### config.mk
export PLATFORM = sky130hd
export DESIGN_NAME = sha256_round_ctrl_flat
export DESIGN_NICKNAME = d
export VERILOG_FILES = /design/src/rtl/sha256_round_ctrl_if.sv /design/src/rtl/sha256_round_ctrl.sv /design/src/flat_wrapper.sv
export SDC_FILE = /design/constraint.sdc
export NUM_CORES = 1
export LEC_CHECK = 0
export ABC_AREA = 1
export ABC_CLOCK_PERIOD_IN_PS = 1330
export BUFFER_PORTS_ARGS = -buffer_cell sky130_fd_sc_hd__buf_2
export CAP_MARGIN = 30
export CELL_PAD_IN_SITES_DETAIL_PLACEMENT = 0
export CELL_PAD_IN_SITES_GLOBAL_PLACEMENT = 1
export CORE_UTILIZATION = 36
export CTS_BUF_LIST = sky130_fd_sc_hd__clkbuf_8 sky130_fd_sc_hd__clkbuf_16
export CTS_CLUSTER_SIZE = 30
export DETAILED_ROUTE_END_ITERATION = 10
export GPL_ROUTABILITY_DRIVEN = 0
export PLACE_DENSITY = 0.8
export RECOVER_POWER = 25
export SYNTH_ARGS = -nofsm -noshare
export SYNTH_HDL_FRONTEND = slang
export SYNTH_SLANG_ARGS = --single-unit
### constraint.sdc
create_clock -name clk -period 1.33 [get_ports clk]
set_input_delay 0.133 -clock clk [delete_from_list [all_inputs] [get_ports clk]]
set_output_delay 0.133 -clock clk [all_outputs]
set_load 0.02 [all_outputs]
### src/rtl/sha256_round_ctrl_if.sv
// ---------------------------------------------------------------------------
// sha256_round_ctrl_if
//   Groups the block handshake and the datapath strobes of the SHA-256 round
//   controller into one bundle.
//
//   Upstream / control inputs (driven by master):
//     blk_valid     512-bit block present, held stable until accepted
//     blk_first     block is the first of a message (sampled at acceptance)
//     blk_last      block is the last of a message (sampled at acceptance)
//     abort         synchronous abort of the current message
//   Controller outputs (driven by slave):
//     blk_ready     controller can accept a block
//     w_init        load block into the message-schedule register file
//     w_next        shift message schedule by one word
//     h_init        load SHA-256 initial hash values into H
//     ws_init       load working variables a..h from H
//     ws_update     perform one compression round
//     h_update      add working variables into H
//     round[5:0]    current round index t (K[t] lookup)
//     busy          block in progress
//     digest_valid  one-cycle pulse: H holds the final digest
// ---------------------------------------------------------------------------
interface sha256_round_ctrl_if;
    logic       blk_valid;
    logic       blk_first;
    logic       blk_last;
    logic       abort;
    logic       blk_ready;
    logic       w_init;
    logic       w_next;
    logic       h_init;
    logic       ws_init;
    logic       ws_update;
    logic       h_update;
    logic [5:0] round;
    logic       busy;
    logic       digest_valid;

    // Upstream source plus the datapath that consumes the strobes.
    modport master (
        output blk_valid, blk_first, blk_last, abort,
        input  blk_ready, w_init, w_next, h_init, ws_init, ws_update,
               h_update, round, busy, digest_valid
    );

    // The round controller itself.
    modport slave (
        input  blk_valid, blk_first, blk_last, abort,
        output blk_ready, w_init, w_next, h_init, ws_init, ws_update,
               h_update, round, busy, digest_valid
    );
endinterface

### src/rtl/sha256_round_ctrl.sv
// ---------------------------------------------------------------------------
// sha256_round_ctrl
//   Sequencing FSM for one SHA-256 compression engine. For each accepted
//   block it issues: LOAD (w_init, h_init on the first block), PREP
//   (ws_init), ROUNDS cycles of ws_update/w_next with round = 0..ROUNDS-1,
//   FINAL (h_update) and, for the last block of a message, DONE
//   (digest_valid).
//
//   Parameters:
//     ROUNDS        compression rounds per block, 2..64
//   Ports:
//     clk           rising-edge clock
//     Reset         asynchronous active-low reset
//     bus           sha256_round_ctrl_if.slave (handshake + strobes)
//
//   Every output is a flop loaded from the next-state decode, so outputs
//   never glitch with inputs and all change together on the clock edge.
// ---------------------------------------------------------------------------
module sha256_round_ctrl #(
    parameter int ROUNDS = 64
) (
    input  logic               clk,
    input  logic               Reset,
    sha256_round_ctrl_if.slave bus
);

    if (ROUNDS < 2 || ROUNDS > 64) begin : g_bad_rounds
        $error("sha256_round_ctrl: ROUNDS must be in 2..64");
    end

    typedef enum logic [2:0] {
        S_IDLE,
        S_LOAD,
        S_PREP,
        S_ROUNDS,
        S_FINAL,
        S_DONE
    } state_e;

    localparam logic [5:0] LAST_RND = 6'(ROUNDS - 1);

    state_e     state_q, state_d;
    logic [5:0] cnt_q, cnt_d;
    logic       first_q, first_d;
    logic       last_q, last_d;

    logic       blk_ready_q;
    logic       busy_q;
    logic       w_init_q;
    logic       h_init_q;
    logic       ws_init_q;
    logic       rnd_act_q;      // drives both ws_update and w_next
    logic       h_update_q;
    logic       digest_valid_q;
    logic [5:0] round_q;

    // ------------------------------------------------------------------
    // Next-state decode
    // ------------------------------------------------------------------
    always_comb begin
        // NOTE: every variable gets a default first, so no path through the
        // case can leave one unassigned and infer a latch.
        state_d = state_q;
        cnt_d   = cnt_q;
        first_d = first_q;
        last_d  = last_q;

        // Abort outranks every other transition, including ROUNDS end and
        // FINAL, but is meaningless in IDLE so it cannot block acceptance.
        if (state_q != S_IDLE && bus.abort) begin
            state_d = S_IDLE;
            cnt_d   = '0;
            first_d = 1'b0;
            last_d  = 1'b0;
        end else begin
            case (state_q)
                S_IDLE: begin
                    if (bus.blk_valid) begin
                        state_d = S_LOAD;
                        first_d = bus.blk_first;
                        last_d  = bus.blk_last;
                    end
                end
                S_LOAD:  state_d = S_PREP;
                S_PREP: begin
                    state_d = S_ROUNDS;
                    cnt_d   = '0;
                end
                S_ROUNDS: begin
                    if (cnt_q == LAST_RND) begin
                        state_d = S_FINAL;
                        cnt_d   = '0;
                    end else begin
                        cnt_d = cnt_q + 6'd1;
                    end
                end
                // A non-last block skips DONE so the next block of the
                // message can be accepted one cycle earlier.
                S_FINAL: state_d = last_q ? S_DONE : S_IDLE;
                S_DONE:  state_d = S_IDLE;
                default: state_d = S_IDLE;
            endcase
        end
    end

    // ------------------------------------------------------------------
    // State and registered outputs
    // ------------------------------------------------------------------
    // NOTE: sequential state uses non-blocking assignments so every flop
    // samples the pre-edge values regardless of statement order.
    always_ff @(posedge clk or negedge Reset) begin
        if (!Reset) begin
            state_q        <= S_IDLE;
            cnt_q          <= '0;
            first_q        <= 1'b0;
            last_q         <= 1'b0;
            blk_ready_q    <= 1'b1;
            busy_q         <= 1'b0;
            w_init_q       <= 1'b0;
            h_init_q       <= 1'b0;
            ws_init_q      <= 1'b0;
            rnd_act_q      <= 1'b0;
            h_update_q     <= 1'b0;
            digest_valid_q <= 1'b0;
            round_q        <= '0;
        end else begin
            state_q        <= state_d;
            cnt_q          <= cnt_d;
            first_q        <= first_d;
            last_q         <= last_d;
            blk_ready_q    <= (state_d == S_IDLE);
            busy_q         <= (state_d != S_IDLE);
            w_init_q       <= (state_d == S_LOAD);
            h_init_q       <= (state_d == S_LOAD) && first_d;
            ws_init_q      <= (state_d == S_PREP);
            rnd_act_q      <= (state_d == S_ROUNDS);
            h_update_q     <= (state_d == S_FINAL);
            digest_valid_q <= (state_d == S_DONE);
            round_q        <= (state_d == S_ROUNDS) ? cnt_d : 6'd0;
        end
    end

    assign bus.blk_ready    = blk_ready_q;
    assign bus.busy         = busy_q;
    assign bus.w_init       = w_init_q;
    assign bus.h_init       = h_init_q;
    assign bus.ws_init      = ws_init_q;
    assign bus.ws_update    = rnd_act_q;
    assign bus.w_next       = rnd_act_q;
    assign bus.h_update     = h_update_q;
    assign bus.digest_valid = digest_valid_q;
    assign bus.round        = round_q;

endmodule

### src/flat_wrapper.sv
// flat-port wrapper written by rule: the top's interface ports become plain ports
module sha256_round_ctrl_flat 
#(
    parameter int ROUNDS = 64
)
  (clk, Reset, bus_blk_valid, bus_blk_first, bus_blk_last, bus_abort, bus_blk_ready, bus_w_init, bus_w_next, bus_h_init, bus_ws_init, bus_ws_update, bus_h_update, bus_round, bus_busy, bus_digest_valid);
  sha256_round_ctrl_if bus_i ();
  input  logic clk;
  input  logic Reset;
  input wire logic [$bits(bus_i.blk_valid)-1:0] bus_blk_valid;
  input wire logic [$bits(bus_i.blk_first)-1:0] bus_blk_first;
  input wire logic [$bits(bus_i.blk_last)-1:0] bus_blk_last;
  input wire logic [$bits(bus_i.abort)-1:0] bus_abort;
  output wire logic [$bits(bus_i.blk_ready)-1:0] bus_blk_ready;
  output wire logic [$bits(bus_i.w_init)-1:0] bus_w_init;
  output wire logic [$bits(bus_i.w_next)-1:0] bus_w_next;
  output wire logic [$bits(bus_i.h_init)-1:0] bus_h_init;
  output wire logic [$bits(bus_i.ws_init)-1:0] bus_ws_init;
  output wire logic [$bits(bus_i.ws_update)-1:0] bus_ws_update;
  output wire logic [$bits(bus_i.h_update)-1:0] bus_h_update;
  output wire logic [$bits(bus_i.round)-1:0] bus_round;
  output wire logic [$bits(bus_i.busy)-1:0] bus_busy;
  output wire logic [$bits(bus_i.digest_valid)-1:0] bus_digest_valid;
  assign bus_i.blk_valid = bus_blk_valid;
  assign bus_i.blk_first = bus_blk_first;
  assign bus_i.blk_last = bus_blk_last;
  assign bus_i.abort = bus_abort;
  assign bus_blk_ready = bus_i.blk_ready;
  assign bus_w_init = bus_i.w_init;
  assign bus_w_next = bus_i.w_next;
  assign bus_h_init = bus_i.h_init;
  assign bus_ws_init = bus_i.ws_init;
  assign bus_ws_update = bus_i.ws_update;
  assign bus_h_update = bus_i.h_update;
  assign bus_round = bus_i.round;
  assign bus_busy = bus_i.busy;
  assign bus_digest_valid = bus_i.digest_valid;
  sha256_round_ctrl #(.ROUNDS(ROUNDS)) u_core (.clk(clk), .Reset(Reset), .bus(bus_i));
endmodule
==> key figures, run 1 <==
Finish
  • Share of layout cells above drive strength 1: 38.5%
  • FF+latch area: 628 um2
  • Filler instances: 277
  • Layout Nets: 169
  • Footprint of the multi-input gates: 503 um2
  • Layout Cells excl Fill: 205
  • # diodes: 0
  • Area Overhead vs Synth: 32.4%

Logic synthesis
  • Most frequent cell after synthesis: nand2_1
  • Top post-synthesis cells by area: dfrtp_1 (53%), nand2_1 (10%), inv_1 (6.9%)
  • Most frequent cells after synthesis: nand2_1 (31), dfrtp_1 (24), inv_1 (21), nor2_1 (16), nand3_1 (11)
  • Post-Synthesis Net Count: 136
  • Post-synth design cell area: 1140 um2
  • Yosys cell types: 24
  • Syn avg cell area: 8.83 um2
  • Synth top area share: 52.7%
  • Yosys warns: 0
  • Post-synth EDFFs: 0
  • Synth Flop Type: dfrtp_1
  • Gate Count Post-Synth: 129
  • Seq cells post-synth: 25
  • Seq/Total Area, Yosys: 55.1%
  • Asr flop ratio synth: 100%
  • Yosys top cell by area: dfrtp_1

Power
  • Power, Total: 2370 uW
  • Switching share of power: 38.8%
  • Max rail drop VDD: 0.629 mV
  • Combinational share of power: 39.7%
  • LEAKAGE: 0.000839 uW
  • Clk pwr share: 18.6%
  • Internal Power: 1450 uW
  • Sequential share of power: 41.7%
  • NetSw: 921 uW
  • PwrDens: 1570 nW/um2

Drt
  • Via count: 903
  • Routed vias/inst: 4.40
  • Antenna viol nets, final: 0
  • Avg WL per Cell: 10.0 um
  • Routed wire length: 2060 um
  • Met2 WL: 1030 um
  • Metal-1 WL: 940 um
  • Top Layer Used: met4
  • Met3 Wirelength: 46 um
  • Drt drc: 0
  • Total iterations of the first detailed-routing run: 4
  • Drt initial violations: 31

Setup path
  • Critical setup path kind: flip-flop to flip-flop
  • CP Depth: 7
  • WP data arrival: 1500 ps
  • Buf+Inv Stages, Crit Path: 1
  • Crit. End Element: flip-flop
  • Launch point of the worst reg-to-reg path: u_core.cnt_q[1]
  • Reg-to-reg slack, setup: -7 ps
  • Crit path max-delay family: flip-flops
  • Top cell by count, worst path: nand3_4
  • Startpoint types: flip-flop
  • CP Cell Sequence: ha_4 > nand3_4 > buf_6 > o21ai_4 > nand2_2 > nand3_4 > nor2_1
  • Worst-path maximum fanout: 7
  • Slowest cell on crit path: dfrtp_1
  • CP peak stage delay: 400 ps
  • WP data required: 1490 ps
  • Worst Setup EP: u_core.bus.round[3]
  • Worst r2r dst: u_core.bus.round[3]
  • Critical path startpoint: u_core.cnt_q[1]
  • FF-to-FF path depth: 7

GRT
  • GRT Util Overall: 13.7%
  • First-pass GRT wire length: 3510 um
  • Vias in the first global route: 798
  • Initial antenna violation count: 0
  • GR Overflow Total: 0
  • Largest net degree at the start of global routing: 26

Clock tree
  • Root buf cell: clkbuf_8
  • Worst skew pair latency: 270 ps
  • CTS tree: yes
  • H-tree levels: 1
  • CTS max path bufs: 2
  • Clk sinks: 25
  • CTS buffer count: 3
  • Worst-path clk slew: 90 ps

Placement
  • Post-DP HPWL: 1500 um
  • Cell count after placement: 199
  • Place WS: -17.2 ps
  • Port Buf Inserts: 20

Run
  • # Max-Cap Violations: 0

Timing
  • Slew margin rel.: 60.4%
  • F_max: 748 MHz
  • RSZ-0062 raised after global routing: true
  • Final setup viols: 4
  • Final hold violations: 0
  • Clock Skews: 3.40 ps
  • Max-slew violations: 0
  • Worst-margin pin slew: 593 ps
  • Worst Hold Slack: 64.9 ps
  • Final worst slack: -7.16 ps
  • Final worst path period need: 1340 ps
  • Setup TNS after final layout: -17.2 ps
  • Fin crit share: 101%

Worst hold path
  • Hold WC Path Type: input port to flip-flop

Floorplanning
  • IO Count: 21
  • # rows: 20
  • Die area: 3390 um2
  • Core area: 3030 um2
  • Die Y: 58.2 um
  • Die W: 58.2 um
  • Initial core utilization: 37.6%

Status
  • Failing checks: negative setup slack
  • Status: finished with violations
worst min-delay path by stage:
stage,end,depth (start not counted),startpoint,slack [ps]
after floorplan,u_core.bus.busy,0,Reset,-160
after global placement,u_core.bus.round[2],1,Reset,140
after detailed placement,u_core.bus.round[2],1,Reset,150
after CTS,u_core.last_q,3,bus_blk_last,60
after global routing,u_core.last_q,3,bus_blk_last,110
final,u_core.last_q,3,bus_blk_last,60
registers in the layout, summed over array words and instances, names as in the netlist:
signal                   flops
u_core.bus.round             6
u_core.cnt_q                 6
u_core.state_q               3
u_core.bus.blk_ready         1
u_core.bus.busy              1
u_core.bus.digest_valid      1
u_core.bus.h_init            1
u_core.bus.h_update          1
u_core.bus.w_init            1
u_core.bus.w_next            1
u_core.bus.ws_init           1
u_core.first_q               1
u_core.last_q                1
tightest hold or removal path, stage by stage:
cell and delay (ps):
buf_2 70, nand2_1 40, nand2_1 50
metrics by stage:
| stage | util (%) | area (um2) |
|---|---|---|
| after floorplan | - | 1140 |
| after global placement | 44.6 | 1350 |
| after detailed placement | 44.6 | 1350 |
| after CTS | 47.0 | 1420 |
| after global routing | 49.8 | 1510 |
| final | 49.8 | 1510 |
metal layers:
layer / up-vias / track usage (%)
met5: - / 0
met4: 0 / 6.12
li1: 464 / -
met2: 12 / 21.8
met1: 423 / 18.5
met3: 4 / 2.01
cell usage in the layout, fill, tap and decap left out, drive strengths merged:
cell         count
dfstp            1
o21bai           1
dfrtp           24
dlygate4sd3      1
clkbuf           4
nand2           36
inv             25
nand3           13
ha               1
a211oi           1
nor4             1
nand4            1
nor3             1
a21oi            2
buf             27
o21ai            3
nor2            19
logic make-up (layout without fill, tap and decap cells):
family	count (synthesis)	in the layout	synth area share, %
fa+ha+maj	1	1	1.10
flops	25	25	55.1
simple gates	71	71	30.4
compound gates	7	7	4.84
buf+inv	25	57	8.57
timing repair:
action,in CTS,in global routing
endpoints found under the setup margin,9,16
hold buffers,1,0
endpoints found under the hold margin,24,0
pin swaps,0,10
resized for setup,4,21
setup buffers,1,0
power groups by stage:
| stage | logic [uW] | registers (uW) | clock network, uW |
|---|---|---|---|
| 6_report | 942 | 989 | 442 |
| 3_3_place_gp | 860 | 995 | 0 |
| 4_1_cts | 872 | 984 | 454 |
| 3_5_place_dp | 864 | 997 | 0 |
| 5_1_grt | 1060 | 1000 | 490 |
| 2_1_floorplan | 493 | 1090 | 0 |
cell type report:
cell class	instances	share of cell area [%]
clock buffers	3	2.74
clock inverters	1	0.249
inverters	24	5.98
multi-input cells	79	33.4
flip-flops and latches	25	41.7
well taps	44	3.65
repair buffers	29	12.4
Power figures use the tool's default switching activity.
==> run 2, diff against run 1 <==
--- a/config.mk
+++ b/config.mk
@@ -6,17 +6,17 @@
 export NUM_CORES = 1
 export LEC_CHECK = 0
 export ABC_AREA = 1
-export ABC_CLOCK_PERIOD_IN_PS = 1330
+export ABC_CLOCK_PERIOD_IN_PS = 1500
 export BUFFER_PORTS_ARGS = -buffer_cell sky130_fd_sc_hd__buf_2
 export CAP_MARGIN = 30
 export CELL_PAD_IN_SITES_DETAIL_PLACEMENT = 0
 export CELL_PAD_IN_SITES_GLOBAL_PLACEMENT = 1
-export CORE_UTILIZATION = 36
+export CORE_UTILIZATION = 40
 export CTS_BUF_LIST = sky130_fd_sc_hd__clkbuf_8 sky130_fd_sc_hd__clkbuf_16
 export CTS_CLUSTER_SIZE = 30
 export DETAILED_ROUTE_END_ITERATION = 10
 export GPL_ROUTABILITY_DRIVEN = 0
-export PLACE_DENSITY = 0.8
+export PLACE_DENSITY = 0.89
 export RECOVER_POWER = 25
 export SYNTH_ARGS = -nofsm -noshare
 export SYNTH_HDL_FRONTEND = slang
==> constraint.sdc (replaced) <==
create_clock -name clk -period 1.5 [get_ports clk]
set_input_delay 0.15 -clock clk [delete_from_list [all_inputs] [get_ports clk]]
set_output_delay 0.15 -clock clk [all_outputs]
set_load 0.02 [all_outputs]
==> key figures, run 2 (synthesis results as in run 1) <==
Status
  • Status: completed

Setup path
  • Startpoint types: flip-flop
  • Buf+Inv Stages, Crit Path: 1 (unchanged)
  • Crit path max-delay family: simple AND/OR/NAND/NOR gates
  • Slowest cell on crit path: dfrtp_1
  • CP Cell Sequence: nor2_4 > nand3_1 > nand2_1 > inv_1 > nand2_2 > nand3_4 > nor2_2
  • CP peak stage delay: 470 ps (+70 ps)
  • Worst-path maximum fanout: 7 (unchanged)
  • Critical setup path kind: flip-flop to flip-flop
  • Crit. End Element: flip-flop
  • WP data required: 1700 ps (+210 ps)
  • WP data arrival: 1560 ps (+60 ps)

Timing
  • Worst Hold Slack: 83.4 ps (+18.5 ps)
  • F_max: 734 MHz (-1.9%)
  • RSZ-0062 raised after global routing: false
  • Worst-margin pin slew: 610 ps (+16.3 ps)
  • Final setup viols: 0 (-4)
  • Final hold violations: 0 (unchanged)
  • Slew margin rel.: 59.4% (-1.1 points)
  • Final worst path period need: 1360 ps (+25.7 ps)
  • Final worst slack: 137 ps (+144 ps)
  • Clock Skews: 1.34 ps (-2.06 ps)
  • Max-slew violations: 0 (unchanged)
  • Setup TNS after final layout: 0 ps (+17.2 ps)
  • Fin crit share: 90.9% (-9.7 points)

Floorplanning
  • Die W: 55.4 um (-5.0%)
  • Core area: 2590 um2 (-14%)
  • Die Y: 55.4 um (-5.0%)
  • Initial core utilization: 44.0% (+6.4 points)
  • IO Count: 21 (unchanged)
  • Die area: 3060 um2 (-9.7%)
  • # rows: 18 (-10%)

Finish
  • Design Area, Final: 1340 um2 (-11%)
  • Commonest non-fill, non-tap cell in the layout: nand2_1
  • Footprint of the multi-input gates: 434 um2 (-14%)
  • FF+latch area: 627 um2 (-0.20%)
  • # diodes: 0 (unchanged)
  • Filler instances: 244 (-12%)
  • Most frequent cells in the layout: nand2_1 (31), dfrtp_1 (24), inv_1 (22), buf_2 (19), nor2_1 (15)
  • Share of layout cells above drive strength 1: 26.8% (-12 points)
  • Area Overhead vs Synth: 18.0%
  • Layout Nets: 161 (-4.7%)

GRT
  • Met1 usage: 19.5% (+1.1 points)
  • Met3 track demand over resource: 1.41% (-0.60 points)
  • Initial antenna violation count: 0 (unchanged)
  • GR Overflow Total: 0 (unchanged)
  • Largest net degree at the start of global routing: 26 (unchanged)
  • GR Layer Usage met2: 25.5% (+3.6 points)
  • Vias in the first global route: 878 (+10%)
  • First-pass GRT wire length: 3710 um (+5.9%)
  • GRT Util Overall: 15.5% (+1.8 points)
  • GR peak layer: met2

Clock tree
  • CTS max path bufs: 2 (unchanged)
  • Worst skew pair latency: 260 ps (about the same)
  • Clk sinks: 25 (unchanged)
  • CTS buffer count: 3 (unchanged)
  • CTS tree: yes
  • Worst-path clk slew: 80 ps (about the same)
  • H-tree levels: 1 (unchanged)
  • Root buf cell: clkbuf_8

Drt
  • Via count: 850 (-5.9%)
  • Routed wire length: 2050 um (-0.19%)
  • Drt drc: 0 (unchanged)
  • Drt initial violations: 12 (-61%)
  • Total iterations of the first detailed-routing run: 4 (unchanged)
  • Antenna viol nets, final: 0 (unchanged)
  • Avg WL per Cell: 11.2 um (+12%)
  • Routed vias/inst: 4.64 (+5.4%)

Placement
  • Post-DP HPWL: 1510 um (+0.34%)
  • Place WS: 48.8 ps (+66.0 ps)
  • Port Buf Inserts: 20 (unchanged)
  • Dpl cell area: 1270 um2 (-6.1%)

Power
  • Max rail drop VDD: 0.845 mV (+34%)
  • LEAKAGE: 0.000768 uW (-8.5%)
  • PwrDens: 1450 nW/um2 (-7.6%)

Worst hold path
  • Hold WC Path Type: input port to flip-flop

Run
  • # Max-Cap Violations: 0 (unchanged)
==> run 2: per-stage QoR <==
step / total power, uW / util (%) / std cells
floorplan: 1400 / - / 129
global placement: 1570 / 49.0 / 178
detailed placement: 1580 / 49.0 / 178
CTS: 1970 / 51.1 / 183
global route: 2100 / 51.9 / 183
finish: 1950 / 51.9 / 183
==> run 2: area by class of cell <==
class / count / share of cell area [%]
clock buffers: 3 / 3.07
inverters: 24 / 6.70
flip-flops and latches: 25 / 46.6
clock inverters: 1 / 0.279
multi-input cells: 79 / 32.3
repair buffers: 21 / 8.19
well taps: 30 / 2.79
==> run 2: power by group <==
part / leakage [uW] / internal [uW] / switching, uW
clock: 0.0000269 / 183 / 200
combinational: 0.000406 / 210 / 478
sequential: 0.000335 / 802 / 81.2
==> run 2: repair_timing <==
| action | 4_1_cts | 5_1_grt |
|---|---|---|
| endpoints found under the setup margin | 0 | 10 |
| setup buffers | 0 | 0 |
| resized for setup | 0 | 5 |
| endpoints found under the hold margin | 24 | 0 |
| hold buffers | 1 | 0 |
==> run 2: metal layers <==
metal | wire length, um | part of all wire, %
met2 | 994 | 48
met5 | 0 | 0
met4 | 44 | 2.1
met3 | 52 | 2.5
met1 | 963 | 47
==> run 2: worst register-to-register path: stages, from the launching register on <==
cell and delay (ps):
dfrtp_1 470, nor2_4 140, nand3_1 160, nand2_1 100, inv_1 50, nand2_2 120
nand3_4 130, nor2_2 130
==> run 2: final timing paths <==
kind	from	end	slack, ps	cells past startpoint
min in group asynchronous	Reset	u_core.bus.digest_valid	430	2
max	u_core.state_q[1]	u_core.bus.round[5]	140	7
max reg2reg	u_core.state_q[1]	u_core.bus.round[5]	140	7
min reg2reg	u_core.last_q	u_core.last_q	520	2
max in group asynchronous	Reset	u_core.bus.round[0]	680	2
min	bus_blk_last	u_core.last_q	80	3
==> run 3, diff against run 2 <==
--- a/config.mk
+++ b/config.mk
@@ -5,7 +5,6 @@
 export SDC_FILE = /design/constraint.sdc
 export NUM_CORES = 1
 export LEC_CHECK = 0
-export ABC_AREA = 1
 export ABC_CLOCK_PERIOD_IN_PS = 1500
 export BUFFER_PORTS_ARGS = -buffer_cell sky130_fd_sc_hd__buf_2
 export CAP_MARGIN = 30
@@ -16,7 +15,7 @@
 export CTS_CLUSTER_SIZE = 30
 export DETAILED_ROUTE_END_ITERATION = 10
 export GPL_ROUTABILITY_DRIVEN = 0
-export PLACE_DENSITY = 0.89
+export PLACE_DENSITY = 0.87
 export RECOVER_POWER = 25
 export SYNTH_ARGS = -nofsm -noshare
 export SYNTH_HDL_FRONTEND = slang
==> key figures, run 3 <==
Floorplanning
  • Die area: 2840 um2 (-7.3%)
  • IO Count: 21 (unchanged)
  • Core area: 2480 um2 (-4.3%)
  • # rows: 18 (unchanged)
  • Initial core utilization: 42.5% (-1.5 points)
  • Die Y: 53.3 um (-3.7%)
  • Die W: 53.3 um (-3.7%)

Placement
  • Place WS: 10.8 ps (-38.0 ps)
  • Port Buf Inserts: 20 (unchanged)
  • Dpl cell area: 1210 um2 (-4.9%)
  • Post-DP HPWL: 1590 um (+5.5%)
  • Cell count after placement: 148 (-17%)

Logic synthesis
  • Yosys warns: 0 (unchanged)
  • Asr flop ratio synth: 100% (unchanged)
  • Gate Count Post-Synth: 98 (-24%)
  • Top post-synthesis cells by area: dfrtp_1 (55%), nor2b_1 (3.6%), o21ai_1 (3.3%)
  • Synth top area share: 54.7% (+1.9 points)
  • Synth Flop Type: dfrtp_1
  • Yosys top cell by area: dfrtp_1
  • Yosys cell types: 32 (+33%)
  • Most frequent cell after synthesis: dfrtp_1
  • Post-synth design cell area: 1050 um2 (-7.6%)
  • Seq/Total Area, Yosys: 57.2% (+2.1 points)
  • Post-Synthesis Net Count: 105 (-23%)
  • Syn avg cell area: 10.7 um2 (+22%)
  • Post-synth EDFFs: 0 (unchanged)
  • Most frequent cells after synthesis: dfrtp_1 (23), o21ai_1 (7), nand2_1 (6), nand3_1 (6), nor2b_1 (6)
  • Seq cells post-synth: 24 (-4.0%)

Worst hold path
  • Hold depth: 2 (-1)
  • Hold WC Path Type: input port to flip-flop

Drt
  • Drt initial violations: 18 (+6)
  • Antenna viol nets, final: 0 (unchanged)
  • Drt drc: 0 (unchanged)
  • Total iterations of the first detailed-routing run: 4 (unchanged)
  • Routed wire length: 2270 um (+11%)
  • Avg WL per Cell: 14.7 um (+31%)
  • Routed vias/inst: 5.57 (+20%)
  • Via count: 863 (+1.5%)

Finish
  • Layout Cells excl Fill: 155 (-15%)
  • Design Area, Final: 1320 um2 (-1.5%)
  • Filler instances: 223 (-8.6%)
  • FF+latch area: 607 um2 (-3.2%)
  • Layout Nets: 133 (-17%)
  • Share of layout cells above drive strength 1: 34.4% (+7.6 points)
  • Footprint of the multi-input gates: 449 um2 (+3.5%)
  • # diodes: 0 (unchanged)
  • Most frequent cells in the layout: buf_2 (19), dfrtp_1 (19), buf_4 (8), o21ai_1 (7)
  • Area Overhead vs Synth: 25.8%

Timing
  • Fin crit share: 94.8% (+3.9 points)
  • Final hold violations: 0 (unchanged)
  • Final worst slack: 78.3 ps (-58.9 ps)
  • Clock Skews: 6.03 ps (+4.69 ps)
  • Worst-margin pin slew: 592 ps (-17.6 ps)
  • Max-slew violations: 0 (unchanged)
  • Final worst path period need: 1420 ps (+58.9 ps)
  • Slew margin rel.: 60.5% (+1.2 points)
  • RSZ-0062 raised after global routing: true
  • F_max: 703 MHz (-4.1%)
  • Final setup viols: 0 (unchanged)

Power
  • LEAKAGE: 0.000643 uW (-16%)
  • Max rail drop VDD: 0.713 mV (-16%)
  • PwrDens: 1230 nW/um2 (-16%)

Setup path
  • WP data arrival: 1610 ps (+50 ps)
  • Crit. End Element: flip-flop
  • FF-to-FF path depth: 3 (-4)
  • Worst-path maximum fanout: 3 (-4)
  • Startpoint types: flip-flop
  • Critical setup path kind: flip-flop to flip-flop
  • WP data required: 1680 ps (-20 ps)

Clock tree
  • H-tree levels: 1 (unchanged)
  • CTS max path bufs: 2 (unchanged)
  • Worst skew pair latency: 270 ps (about the same)
  • CTS tree: yes
  • Root buf cell: clkbuf_8
  • Worst-path clk slew: 90 ps (about the same)
  • Clk sinks: 24 (-4.0%)
  • CTS buffer count: 3 (unchanged)

GRT
  • Initial antenna violation count: 0 (unchanged)
  • GR Overflow Total: 0 (unchanged)
  • GRT Util Overall: 18.6% (+3.1 points)
  • First-pass GRT wire length: 3690 um (-0.57%)
  • Largest net degree at the start of global routing: 25 (-3.8%)
  • Vias in the first global route: 795 (-9.5%)

Status
  • Status: completed

Run
  • # Max-Cap Violations: 0 (unchanged)
## run 3: cell types whose count changed in the layout (fill, tap and decap cells not counted), sizes merged, moves of 3 or more
cell / delta
nand2: -30
and3: +3
nor2b: +6
nand2b: +3
buf: +8
a31oi: +4
inv: -20
o21ai: +6
nand3: -7
nor2: -15
## run 3: cells by family after synthesis
logic type	synth area share, %
flops	57.2
simple gates	23.4
buf+inv	4.16
fa+ha+maj	1.19
compound gates	14.0
## run 3: metrics by stage
stage	utilization, %	power (uW)	setup TNS, ps	hold WS [ps]
2_1_floorplan	-	1040	0	-146
3_3_place_gp	48.7	1170	0	145
3_5_place_dp	48.7	1180	0	160
4_1_cts	51.1	1570	0	113
5_1_grt	53.4	1730	-3.37	128
6_report	53.4	1630	0	115
## run 3: final cells by class
cell class | count | share of cell area [%]
Sequential cell | 24 | 45.8
Timing Repair Buffer | 29 | 12.9
Clock inverter | 1 | 0.284
Tap cell | 30 | 2.84
Inverter | 4 | 1.13
Clock buffer | 3 | 3.12
Multi-Input combinational cell | 64 | 33.9
## run 3: power by group
| group | internal [uW] | switching (uW) | leakage (uW) |
|---|---|---|---|
| combinational | 184 | 236 | 0.000300 |
| clock | 183 | 208 | 0.0000269 |
| sequential | 735 | 80.9 | 0.000317 |
| total | 1100 | 524 | 0.000643 |
## run 3: routing by layer
metal  wire [um]  GRT usage, %  part of all wire [%]  vias to the layer above
li1            -             -                     -                      408
met5           0             0                     0                        -
met4          73          11.4                   3.2                        0
met1        1020          25.5                    45                      420
met3          94          3.74                   4.1                        7
met2        1090          26.3                    48                       28
## run 3: path summary, 6_finish.rpt
kind | startpoint | end | slack (ps)
worst max register to register | u_core.state_q[2] | u_core.cnt_q[5] | 80
max in group asynchronous | Reset | u_core.state_q[1] | 660
worst min-delay path | bus_blk_first | u_core.bus.h_init | 120
worst min register to register | u_core.last_q | u_core.last_q | 510
min in group asynchronous | Reset | u_core.bus.w_next | 410
worst max-delay path | u_core.state_q[2] | u_core.cnt_q[5] | 80
## run 3: worst max-delay path: stages (launching register included)
cell and delay, ps:
dfrtp_1 380, nand2b_1 190, or4_4 550, a221oi_2 230
## run 3: repair_timing
action,CTS,global route
setup buffers,0,2
endpoints found under the hold margin,23,0
setup endpoints to repair,2,10
hold buffers,1,0
gates resized for setup,1,10
pin swaps,0,2
